<file path="src/rtl/pattern_tx_pkg.sv">
// pattern_tx_pkg: shared types and defaults for the pattern_tx serialiser.
// Build option: PATTERN_TX_LOOP_EN (see pattern_tx.sv).
package pattern_tx_pkg;

    localparam int DEF_BIT_DIV = 13500000;
    localparam int DEF_WIDTH   = 6;
    localparam int CNT_W       = 24;

    typedef enum logic [1:0] {
        IDLE  = 2'd0,
        START = 2'd1,
        DATA  = 2'd2,
        STOP  = 2'd3
    } state_t;

endpackage

</file>
<file path="src/rtl/bit_tick.sv">
// bit_tick: free-running bit-period counter (0..BIT_DIV-1) with a one-cycle
// tick on the last count of each period and a synchronous clear.
module bit_tick
    import pattern_tx_pkg::*;
#(
    parameter int BIT_DIV = DEF_BIT_DIV
) (
    input  logic clk,
    input  logic rst_n,
    input  logic clr,
    output logic tick
);

    localparam logic [CNT_W-1:0] LAST = CNT_W'(BIT_DIV - 1);

    logic [CNT_W-1:0] cnt;

    // Count clk cycles within a bit period; clear holds the count at zero.
    always_ff @(posedge clk) begin
        if (!rst_n || clr) begin
            cnt <= '0;
        end else if (cnt == LAST) begin
            cnt <= '0;
        end else begin
            cnt <= cnt + 1'b1;
        end
    end

    assign tick = (cnt == LAST);

endmodule

</file>
<file path="src/rtl/pattern_tx.sv">
// pattern_tx: active-low serial frame transmitter (start, WIDTH data bits MSB
// first, stop), one bit every BIT_DIV clk cycles, with an active-low LED view
// of the shift register.
// Build option PATTERN_TX_LOOP_EN: replay the last accepted word back-to-back
// until reset; without it every frame is one-shot.
module pattern_tx
    import pattern_tx_pkg::*;
#(
    parameter int BIT_DIV = DEF_BIT_DIV,
    parameter int WIDTH   = DEF_WIDTH
) (
    input  logic             clk,
    input  logic             rst_n,
    input  logic             load,
    input  logic [WIDTH-1:0] data_in,
    output logic             ready,
    output logic             tx_out,
    output logic [WIDTH-1:0] led
);

    localparam int               IDX_W    = (WIDTH > 1) ? $clog2(WIDTH) : 1;
    localparam logic [IDX_W-1:0] LAST_IDX = IDX_W'(WIDTH - 1);

    state_t           state;
    logic [WIDTH-1:0] shreg;
    logic [WIDTH-1:0] shreg_next;
    logic [IDX_W-1:0] idx;
    logic             tick;
    logic             cnt_clr;

`ifdef PATTERN_TX_LOOP_EN
    logic [WIDTH-1:0] hold;
`endif

    // The period counter only runs while a frame is in flight, so the first
    // tick after acceptance lands exactly one bit period later.
    assign cnt_clr    = (state == IDLE);
    assign shreg_next = shreg << 1;
    assign led        = ~shreg;

    bit_tick #(
        .BIT_DIV (BIT_DIV)
    ) u_bit_tick (
        .clk   (clk),
        .rst_n (rst_n),
        .clr   (cnt_clr),
        .tick  (tick)
    );

    // Frame sequencer: tx_out and ready are registered alongside the state so
    // the start bit appears on the same edge that accepts the load.
    always_ff @(posedge clk) begin
        if (!rst_n) begin
            state  <= IDLE;
            shreg  <= '0;
            idx    <= '0;
            tx_out <= 1'b1;
            ready  <= 1'b1;
        end else begin
            case (state)
                IDLE: begin
                    if (load) begin
                        shreg  <= data_in;
`ifdef PATTERN_TX_LOOP_EN
                        hold   <= data_in;
`endif
                        idx    <= '0;
                        state  <= START;
                        tx_out <= 1'b0;
                        ready  <= 1'b0;
                    end
                end
                START: begin
                    if (tick) begin
                        state  <= DATA;
                        tx_out <= ~shreg[WIDTH-1];
                    end
                end
                DATA: begin
                    if (tick) begin
                        shreg <= shreg_next;
                        if (idx == LAST_IDX) begin
                            state  <= STOP;
                            tx_out <= 1'b1;
                        end else begin
                            idx    <= idx + 1'b1;
                            tx_out <= ~shreg_next[WIDTH-1];
                        end
                    end
                end
                STOP: begin
                    if (tick) begin
`ifdef PATTERN_TX_LOOP_EN
                        shreg  <= hold;
                        idx    <= '0;
                        state  <= START;
                        tx_out <= 1'b0;
`else
                        state  <= IDLE;
                        ready  <= 1'b1;
`endif
                    end
                end
                default: state <= IDLE;
            endcase
        end
    end

endmodule

</file>
<file path="config.mk">
export PLATFORM = sky130hd
export DESIGN_NAME = pattern_tx
export DESIGN_NICKNAME = d
export VERILOG_FILES = /design/src/rtl/pattern_tx_pkg.sv /design/src/rtl/bit_tick.sv /design/src/rtl/pattern_tx.sv
export SDC_FILE = /design/constraint.sdc
export NUM_CORES = 1
export LEC_CHECK = 0
export CAP_MARGIN = 20
export CORE_MARGIN = 2
export CORE_UTILIZATION = 30
export DETAILED_ROUTE_END_ITERATION = 7
export GPL_ROUTABILITY_DRIVEN = 0
export HOLD_SLACK_MARGIN = 0.03
export PLACE_DENSITY_LB_ADDON = 0.15
export SLEW_MARGIN = 5
export SYNTH_ARGS = -nofsm -noshare
export SYNTH_HDL_FRONTEND = slang
export SYNTH_SLANG_ARGS = --single-unit
</file>
<file path="constraint.sdc">
create_clock -name clk -period 2.33 [get_ports clk]
set_clock_uncertainty 0.1 [all_clocks]
set_input_delay 0.233 -clock clk [delete_from_list [all_inputs] [get_ports clk]]
set_output_delay 0.233 -clock clk [all_outputs]
set_load 0.01 [all_outputs]
</file>
==> impl_results.md <==
- Run status: completed
- Postcts setup bufs: 0
- Cts repair resizes: 0
- Synth cell types: 46
- Rows: 29
- Number of buffers created by CTS: 5
- GRT met3 Usage: 0.0386
- Fin nets: around 270
- Post-DR vias/cell: 4.87
- Post-synthesis sequential area ratio: 0.388
- Least-Margin Pin Slew: roughly 0.51 ns
- Max FO, Critical Path: 4
- Setup violations, final: 0
- First-iteration detailed-routing DRC count: 61
- Max transition margin: 0.655
- Gr usage total: 0.121
- Setup TNS Final: 0 ns
- Maximum VDD drop: between 0.0003 and 0.0004 V
- Syn Nets: about 240
- Die X: roughly 84 um
- Setup crit end: idx[0]
- Fmax: about 0.48 GHz
- Antenna-violating nets left: 0
- R2R depth: 5
- Via count: between 1.5k and 2k
- Footprint of the multi-input gates: about 1100 um2
- Crit. Startpoint: u_bit_tick.cnt[21]
- First-pass GRT wire length: between 6000 and 7000 um
- Io pins: 17
- CTS tree: done
- EDFF count, synth: 0
- CP Capture Type: register
- Maximum root-to-sink buffer count: 2
- RSZ-0062 raised after global routing: no
- Post-CTS Hold Fix Bufs: 0
- Clock latency at the later pin of the worst-skew pair: between 0.2 and 0.3 ns
- Crit path cell chain: nor4b_1, and3_4, nand2_2, or4_1, a21oi_1
- Met1 GRT Util: 0.148
- Final wirelength: between 3000 and 4000 um
- Post-synth top area cell: dfxtp_1
- Mapped Cells: about 230
- Max-slew violations: 0
- Mapped Area: around 1900 um2
- Starting Density: 0.306
- CTS root buf: clkbuf_8
- Post-synth top area share: 0.388
- Worst endpoint required time: roughly 2.5 ns
- GRT overflow: 0
- Tcrit/Tclk final: 0.889
- Routed len/inst: 12.0 um
- Register area: between 700 and 800 um2
- # fillers: between 600 and 700
- Die Y: 83.7 um
- Final hold vios: 0
- P_leak: ~0.00079 uW
- PD cells: ~850 nW/um2
- Routing usage on met2: 0.197
- Layout Utilization: 0.363
- Fin crit period: 2.07 ns
- R2r setup slk: 0.26 ns
- CP peak stage delay: around 0.52 ns
- Vias in the first global route: 1,502
- Clk sinks: 37
- Die area: around 7000 um2
- Critical R2R Launch: u_bit_tick.cnt[21]
- Syn. warnings: 0
- Top FF cell, synth: dfxtp_1
- Worst slack at placement: around 0.29 ns
- Seq cells post-synth: 37
- Final setup margin: approximately 0.26 ns
- Max-Cap Viols: 0
- Worst R2R End: idx[0]
- Crit start category: register
- Largest cells by area after synthesis: dfxtp_1 (39%), nor2_1 (8.5%), xor2_1 (6.4%), ha_1 (4.6%), nand2_1 (4.5%)
- Share of cells above drive strength 1: 0.116
- Crit path DAT: 2.19 ns
- Core Region: 6240 um2
- Synth async-reset ratio: 0
- CTS HTree Levels: 2
- Worst path slowest cell: or4_1
- Synth-to-Final Area Change: 18.8%
- Smallest hold slack: 0.366 ns
- Initial antenna violation count: 0
- Most Crowded Layer GR: met2
- Largest net degree at the start of global routing: 25
- HP Class: register to register
- Critical path class: register to register
- Final HPWL from detailed placement: around 2800 um
- Reg clk slew, reported paths: approximately 0.070 ns
- Drt drc: 0
- Drt pass-1 iters: 4
- Number of diodes: 0
- Mean Syn Cell Area: around 8.4 um2
- Buffers on Ports: 16
==> flip-flops by register name (all words and copies together) (netlist names) <==
name	flops
idx	3
u_bit_tick.cnt	24
state	2
shreg	6
ready	1
tx_out	1
==> layout make-up <==
type / count / area share
clock buffers: 7 / 0.0425
flip-flops and latches: 37 / 0.327
repair buffers: 23 / 0.0939
well taps: 77 / 0.0425
inverters: 13 / 0.0215
multi-input cells: 169 / 0.470
clock inverters: 1 / 0.00221
==> where the power goes <==
group	switching [uW]	internal, uW
logic	364	290
clock network	229	267
registers	65.0	707
==> per-stage QoR <==
| stage | instance area, um2 | total power [uW] | std cells |
|---|---|---|---|
| CTS | 2260 | 1950 | 327 |
| detailed placement | 2160 | 1440 | 319 |
| global route | 2260 | 2070 | 327 |
| global placement | 2160 | 1450 | 319 |
| finish | 2260 | 1920 | 327 |
| floorplan | 1910 | 1230 | 226 |
==> logic make-up (layout without fill, tap and decap cells) <==
kind of cell    Yosys count  count (layout)  synth area share
mux                       1               1           0.00525
compound gates           25              25            0.0958
simple gates            114             114             0.310
fa+ha+maj                 7               7            0.0459
buf+inv                  20              44            0.0531
flops                    37              37             0.388
xor+xnor                 22              22             0.101
==> worst min path at each step <==
stage | endpoint | start | cells past startpoint
2_1_floorplan | ready | rst_n | 1
3_3_place_gp | u_bit_tick.cnt[0] | u_bit_tick.cnt[0] | 1
3_5_place_dp | u_bit_tick.cnt[0] | u_bit_tick.cnt[0] | 1
4_1_cts | u_bit_tick.cnt[0] | u_bit_tick.cnt[0] | 1
5_1_grt | u_bit_tick.cnt[0] | u_bit_tick.cnt[0] | 1
6_report | u_bit_tick.cnt[0] | u_bit_tick.cnt[0] | 1
==> cell usage after synthesis (all sizes together), types with 2 or more instances <==
cell type	number
xor2	14
nor3	7
o221a	5
buf	6
ha	7
nor2	43
nand3b	2
nand4	6
inv	13
o211ai	2
nor4	5
and3	2
nand2	24
and4	2
xnor2	8
nand3	12
dfxtp	37
and2	2
o21ai	5
a21oi	6
==> cell usage in the layout (no fill, tap or decap), drive strengths merged, types with 5 or more instances in the layout <==
master | synthesis | final
nor2 | 43 | 43
dfxtp | 37 | 37
nand2 | 24 | 24
clkdlybuf4s50 | 0 | 16
xor2 | 14 | 14
inv | 13 | 13
nand3 | 12 | 12
xnor2 | 8 | 8
nor3 | 7 | 7
ha | 7 | 7
clkbuf | 1 | 7
buf | 6 | 7
a21oi | 6 | 6
nand4 | 6 | 6
o221a | 5 | 5
o21ai | 5 | 5
nor4 | 5 | 5
==> metal layers <==
layer / routed length, um / part of all wire
met1: 1930 / 0.49
met4: 65 / 0.017
met3: 173 / 0.044
met2: 1750 / 0.45
met5: 0 / 0
==> worst max-delay path, delay by kind of cell, from the launching register on <==
| kind | cells | cell delay (ns) |
|---|---|---|
| simple gates | 4 | 1.43 |
| compound gates | 1 | 0.15 |
| flops | 1 | 0.34 |
Power figures use the tool's default switching activity.
==> RTL change 1, RTL diff (same settings) <==
`DEF_BIT_DIV`: 13500000 -> 6750000.
--- a/src/rtl/pattern_tx_pkg.sv
+++ b/src/rtl/pattern_tx_pkg.sv
@@ -2,7 +2,7 @@
 // Build option: PATTERN_TX_LOOP_EN (see pattern_tx.sv).
 package pattern_tx_pkg;
 
-    localparam int DEF_BIT_DIV = 13500000;
+    localparam int DEF_BIT_DIV = 6750000;
     localparam int DEF_WIDTH   = 6;
     localparam int CNT_W       = 24;
 
Function: same outputs for any inputs over 10 cycles, from zero or initial values and one cycle with rst_n low; that may be too few to reach the edited logic, so the function may still have changed.
==> RTL change 1 against the unedited design <==
  * Area after synthesis grew 0.33%
  * Worst setup slack gained 0.087 ns
  * First-iteration DRC count shrank 26%
  * Final cell count shrank 3.7%
  * Sequential cell count is the same
  * Final area shrank 0.39%
  * Total power shrank 6.8%
  * Non-clock buffer count shrank 4
  * Wire length grew 2.0%
==> RTL change 1: results (changes against the unedited design) <==
INFO  metric outcome = complete, no violations (unchanged)
INFO  metric drtIter0Drc = 45 (was 61)
INFO  metric tightestPinTransition = 0.585 ns (was 0.510 ns)
INFO  metric vias_per_cell = 4.83 (was 4.87)
INFO  metric rrSetupSlack = 0.35 ns (was 0.26 ns)
INFO  metric finish.net_count = 254 (was 265)
INFO  metric drt-total-wl = 4000 µm (was 3920 µm)
INFO  metric ir_drop = 0.000409 V (was 0.000377 V)
INFO  metric grt_pass1_vias = 1454 (was 1502)
INFO  metric syn_nets = 237 (was 242)
INFO  metric drive_above_1_share = 0.0756 (was 0.116)
INFO  metric commonest_cells_in_the_synthesized_netlist = 43 x sky130_fd_sc_hd__nor2_1, 37 x sky130_fd_sc_hd__dfxtp_1, 15 x sky130_fd_sc_hd__xnor2_1 (was 43 x sky130_fd_sc_hd__nor2_1, 37 x sky130_fd_sc_hd__dfxtp_1, 23 x sky130_fd_sc_hd__nand2_1)
INFO  metric synth.yosys.seq_area_share = 0.387 (was 0.388)
INFO  metric worst_hold_path_type = flip-flop to flip-flop (unchanged)
INFO  metric timing.critical_path.fanout_max = 7 (was 4)
INFO  metric timing.rr.end = shreg[3]$_SDFFE_PN0P_ (was idx[0]$_SDFFE_PN0P_)
INFO  metric async_flop_share = 0 (unchanged)
INFO  metric wl_per_cell = 12.7 µm (was 12.0 µm)
INFO  metric p_leak = 0.785 nW (was 0.794 nW)
INFO  metric filler_cell_count = 672 (was 660)
INFO  metric slew_violations = 0 (unchanged)
INFO  metric setup.worst_path.class = flip-flop to flip-flop (unchanged)
INFO  metric synth_cells = 221 (was 226)
INFO  metric ys_top_cells_by_area = sky130_fd_sc_hd__dfxtp_1 39%, sky130_fd_sc_hd__nor2_1 8.4%, sky130_fd_sc_hd__xnor2_1 6.9%, sky130_fd_sc_hd__ha_1 4.6%, sky130_fd_sc_hd__xor2_1 3.2% (was sky130_fd_sc_hd__dfxtp_1 39%, sky130_fd_sc_hd__nor2_1 8.5%, sky130_fd_sc_hd__xor2_1 6.4%, sky130_fd_sc_hd__ha_1 4.6%, sky130_fd_sc_hd__nand2_1 4.5%)
INFO  metric numPlacedInstances = 308 (was 319)
INFO  metric place.detailed.hpwl = 2920 µm (was 2800 µm)
INFO  metric timing.critical_path.from = u_bit_tick.cnt[19]$_SDFF_PP0_ (was u_bit_tick.cnt[21]$_SDFF_PP0_)
INFO  metric grt_pass1_wl = 6790 µm (was 6840 µm)
INFO  metric cp_slowest_stage_delay = 0.56 ns (was 0.52 ns)
-- RTL change 1: final cells by class --
type                            instances  area share
Timing Repair Buffer                   19      0.0865
Clock inverter                          1     0.00333
Clock buffer                            6      0.0366
Sequential cell                        37       0.328
Multi-Input combinational cell        161       0.479
Inverter                               14      0.0233
Tap cell                               77      0.0427
-- RTL change 1: per-stage QoR --
step | area (µm²) | setup slack (ns)
after floorplan | 1910 | 0.456
after global placement | 2170 | 0.366
after detailed placement | 2170 | 0.357
after CTS | 2260 | 0.329
after global routing | 2260 | 0.186
final | 2260 | 0.347
-- RTL change 1: kinds of logic (layout without fill, tap and decap cells) --
group / Yosys count / after routing / synth area share
multiplexers: 2 / 2 / 0.0105
adder cells (fa/ha/maj): 7 / 7 / 0.0458
AND/OR/NAND/NOR: 109 / 109 / 0.320
AO/OA/AOI/OAI: 21 / 21 / 0.0883
buffers and inverters: 23 / 40 / 0.0477
flip-flops: 37 / 37 / 0.387
XOR/XNOR: 22 / 22 / 0.101
-- RTL change 1: per-layer routing --
metal	GRT usage	wire length [µm]
met1	0.152	1960
met2	0.199	1900
met3	0.0366	100
met4	0.0396	29
met5	0	0
-- RTL change 1: worst min path at each step --
stage	start	endpoint	slack, ns
global route	u_bit_tick.cnt[0]$_SDFF_PP0_	u_bit_tick.cnt[0]$_SDFF_PP0_	0.37
finish	u_bit_tick.cnt[0]$_SDFF_PP0_	u_bit_tick.cnt[0]$_SDFF_PP0_	0.34
CTS	u_bit_tick.cnt[0]$_SDFF_PP0_	u_bit_tick.cnt[0]$_SDFF_PP0_	0.34
global placement	u_bit_tick.cnt[0]$_SDFF_PP0_	u_bit_tick.cnt[0]$_SDFF_PP0_	0.32
floorplan	u_bit_tick.cnt[0]$_SDFF_PP0_	u_bit_tick.cnt[0]$_SDFF_PP0_	0.31
detailed placement	u_bit_tick.cnt[0]$_SDFF_PP0_	u_bit_tick.cnt[0]$_SDFF_PP0_	0.33
-- RTL change 1: power by group --
part	switching [W]	internal, W
Combinational	0.000316	0.000260
Clock	0.000225	0.000234
Sequential	0.0000557	0.000701
-- RTL change 1: worst register-to-register path: stages (launching register included) --
cell and delay [ns]:
sky130_fd_sc_hd__dfxtp_1 0.36, sky130_fd_sc_hd__or4_4 0.56, sky130_fd_sc_hd__nor4_4 0.37, sky130_fd_sc_hd__nand4_4 0.19, sky130_fd_sc_hd__nand2_2 0.17, sky130_fd_sc_hd__o221a_1 0.19
==> RTL change 2, RTL diff (config.mk and constraints unchanged) <==
Without the edit above. The 4 states of `state_t` get a one-hot encoding in 4 bits.
--- a/src/rtl/pattern_tx_pkg.sv
+++ b/src/rtl/pattern_tx_pkg.sv
@@ -6,11 +6,11 @@
     localparam int DEF_WIDTH   = 6;
     localparam int CNT_W       = 24;
 
-    typedef enum logic [1:0] {
-        IDLE  = 2'd0,
-        START = 2'd1,
-        DATA  = 2'd2,
-        STOP  = 2'd3
+    typedef enum logic [3:0] {
+        IDLE  = 4'b0001,
+        START = 4'b0010,
+        DATA  = 4'b0100,
+        STOP  = 4'b1000
     } state_t;
 
 endpackage
Behaviour: same outputs for any inputs over 10 cycles, from zero or initial values and one cycle with rst_n low; not proved beyond that.
==> RTL change 2 against the unedited design <==
  * Die area is 2.0% lower
  * Sequential cell count is 2 higher
  * Final area is 2.0% lower
  * Via count is 3.3% lower
  * Global-route usage is 0.65 points lower
  * Wire length is 3.8% lower
  * Worst setup slack better by 0.028 ns
  * Area after synthesis is 2.1% lower
  * Sequential share of layout area is 2.5 points higher
  * Largest cell class unchanged
  * Highest routed layer unchanged
Power is not compared: it rests on default switching activity, and its combinational part moved more than twofold at a synthesized area within 25%.
==> RTL change 2: results (changes against the unedited design) <==
INFO  metric timing.critical_path.fanout_max = 24 (was 4)
INFO  metric syn_nets = 235 (was 242)
INFO  metric critical_path_arrival = 2.12 ns (was 2.19 ns)
INFO  metric place.detailed.hpwl = 2650 µm (was 2800 µm)
INFO  metric cp_top_family = simple AND/OR/NAND/NOR gates (unchanged)
INFO  metric numPlacedInstances = 312 (was 319)
INFO  metric timing.rr.end = u_bit_tick.cnt[19]$_SDFF_PP0_ (was idx[0]$_SDFFE_PN0P_)
INFO  metric outcome = complete, no violations (unchanged)
INFO  metric routed-via-count = 1539 (was 1592)
INFO  metric reg_top3 = u_bit_tick.cnt (24), shreg (6), state (4) (was u_bit_tick.cnt (24), shreg (6), idx (3))
INFO  metric drt-total-wl = 3770 µm (was 3920 µm)
INFO  metric synth_cells = 223 (was 226)
INFO  metric drtIter0Drc = 27 (was 61)
INFO  metric post_cts_resized = 0 (unchanged)
INFO  metric filler_cell_count = 635 (was 660)
INFO  metric finish.net_count = 256 (was 265)
INFO  metric tightestPinTransition = 0.415 ns (was 0.510 ns)
INFO  metric hold-worst-slack = 0.358 ns (was 0.366 ns)
INFO  metric synthMuxAreaShare = 0.0114 (was 0.00525)
INFO  metric reg_clk_slew_reported_paths = 0.07 ns (about the same)
INFO  metric synth.yosys.seq_area_share = 0.418 (was 0.388)
INFO  metric crit_path_top_delay_cell = sky130_fd_sc_hd__or3_1 (was sky130_fd_sc_hd__or4_1)
INFO  metric grt_antenna_before_repair = 0 (unchanged)
INFO  metric synthAdderAreaFrac = 0.0201 (was 0.0459)
INFO  metric vias_per_cell = 4.81 (was 4.87)
INFO  metric yosys.cell_types.count = 41 (was 46)
INFO  metric timing.rr.start = u_bit_tick.cnt[7]$_SDFF_PP0_ (was u_bit_tick.cnt[21]$_SDFF_PP0_)
INFO  metric complex_gate_fraction_of_the_synthesized_area = 0.0945 (was 0.0958)
INFO  metric synth-xor-area-share = 0.117 (was 0.101)
INFO  metric rrSetupSlack = 0.29 ns (was 0.26 ns)
INFO  metric drive_above_1_share = 0.0816 (was 0.116)
INFO  metric commonest_cells_in_the_synthesized_netlist = 39 x sky130_fd_sc_hd__dfxtp_1, 35 x sky130_fd_sc_hd__nor2_1, 21 x sky130_fd_sc_hd__nand2_1 (was 43 x sky130_fd_sc_hd__nor2_1, 37 x sky130_fd_sc_hd__dfxtp_1, 23 x sky130_fd_sc_hd__nand2_1)
INFO  metric ff2ff_path_depth = 6 (was 5)
INFO  metric ys_top_cells_by_area = sky130_fd_sc_hd__dfxtp_1 42%, sky130_fd_sc_hd__nor2_1 7.0%, sky130_fd_sc_hd__xnor2_1 6.6%, sky130_fd_sc_hd__xor2_1 5.2%, sky130_fd_sc_hd__nand2_1 4.2% (was sky130_fd_sc_hd__dfxtp_1 39%, sky130_fd_sc_hd__nor2_1 8.5%, sky130_fd_sc_hd__xor2_1 6.4%, sky130_fd_sc_hd__ha_1 4.6%, sky130_fd_sc_hd__nand2_1 4.5%)
INFO  metric groute.usage.overall = 0.114 (was 0.121)
INFO  metric grt_pass1_wl = 6560 µm (was 6840 µm)
-- RTL change 2: cell count changes after synthesis, sizes merged, moves of 4 or more --
cell and delta:
xnor2 +6, o21ai +6, ha -4, o221a -4, and3 +4, nor2 -8
clkbuf +4
-- RTL change 2: area by class of cell --
type,instances,area share
clock inverter,1,0.00225
clock buffer,7,0.0344
tap,75,0.0423
multi-input combinational,165,0.453
inverter,11,0.0186
timing repair buffer,22,0.0981
sequential,39,0.352
-- RTL change 2: stage by stage --
| stage | setup WS (ns) | instance area (µm²) |
|---|---|---|
| after global placement | 0.312 | 2140 |
| after floorplan | 0.433 | 1870 |
| after global routing | 0.121 | 2220 |
| final | 0.288 | 2220 |
| after CTS | 0.264 | 2220 |
| after detailed placement | 0.287 | 2140 |
-- RTL change 2: worst min path at each step --
stage | to | cells after the start | from
5_1_grt | u_bit_tick.cnt[0]$_SDFF_PP0_ | 1 | u_bit_tick.cnt[0]$_SDFF_PP0_
2_1_floorplan | shreg[0]$_SDFFE_PN0P_ | 2 | data_in[0]
4_1_cts | u_bit_tick.cnt[0]$_SDFF_PP0_ | 1 | u_bit_tick.cnt[0]$_SDFF_PP0_
6_report | u_bit_tick.cnt[0]$_SDFF_PP0_ | 1 | u_bit_tick.cnt[0]$_SDFF_PP0_
3_5_place_dp | u_bit_tick.cnt[0]$_SDFF_PP0_ | 1 | u_bit_tick.cnt[0]$_SDFF_PP0_
3_3_place_gp | u_bit_tick.cnt[0]$_SDFF_PP0_ | 1 | u_bit_tick.cnt[0]$_SDFF_PP0_
-- RTL change 2: metal layers --
| layer | global-route usage | vias to the layer above | wire, µm |
|---|---|---|---|
| met2 | 0.189 | 23 | 1710 |
| li1 | - | 807 | - |
| met3 | 0.0338 | 5 | 147 |
| met1 | 0.141 | 704 | 1870 |
| met5 | 0 | - | 0 |
| met4 | 0.0402 | 0 | 41 |
-- RTL change 2: cells by family (layout without fill, tap and decap cells) --
logic type | count (synthesis) | after routing
adder cells (fa/ha/maj) | 3 | 3
AO/OA/AOI/OAI | 28 | 28
multiplexers | 2 | 2
flip-flops | 39 | 39
XOR/XNOR | 25 | 25
AND/OR/NAND/NOR | 107 | 107
buffers and inverters | 19 | 41
-- RTL change 2: where the power goes --
part / switching (W) / internal [W] / leakage, nW
Sequential: 0.0000167 / 0.000687 / 0.317
Clock: 0.000226 / 0.000210 / 0.0422
Combinational: 0.0000663 / 0.0000709 / 0.395
Total: 0.000309 / 0.000968 / 0.754
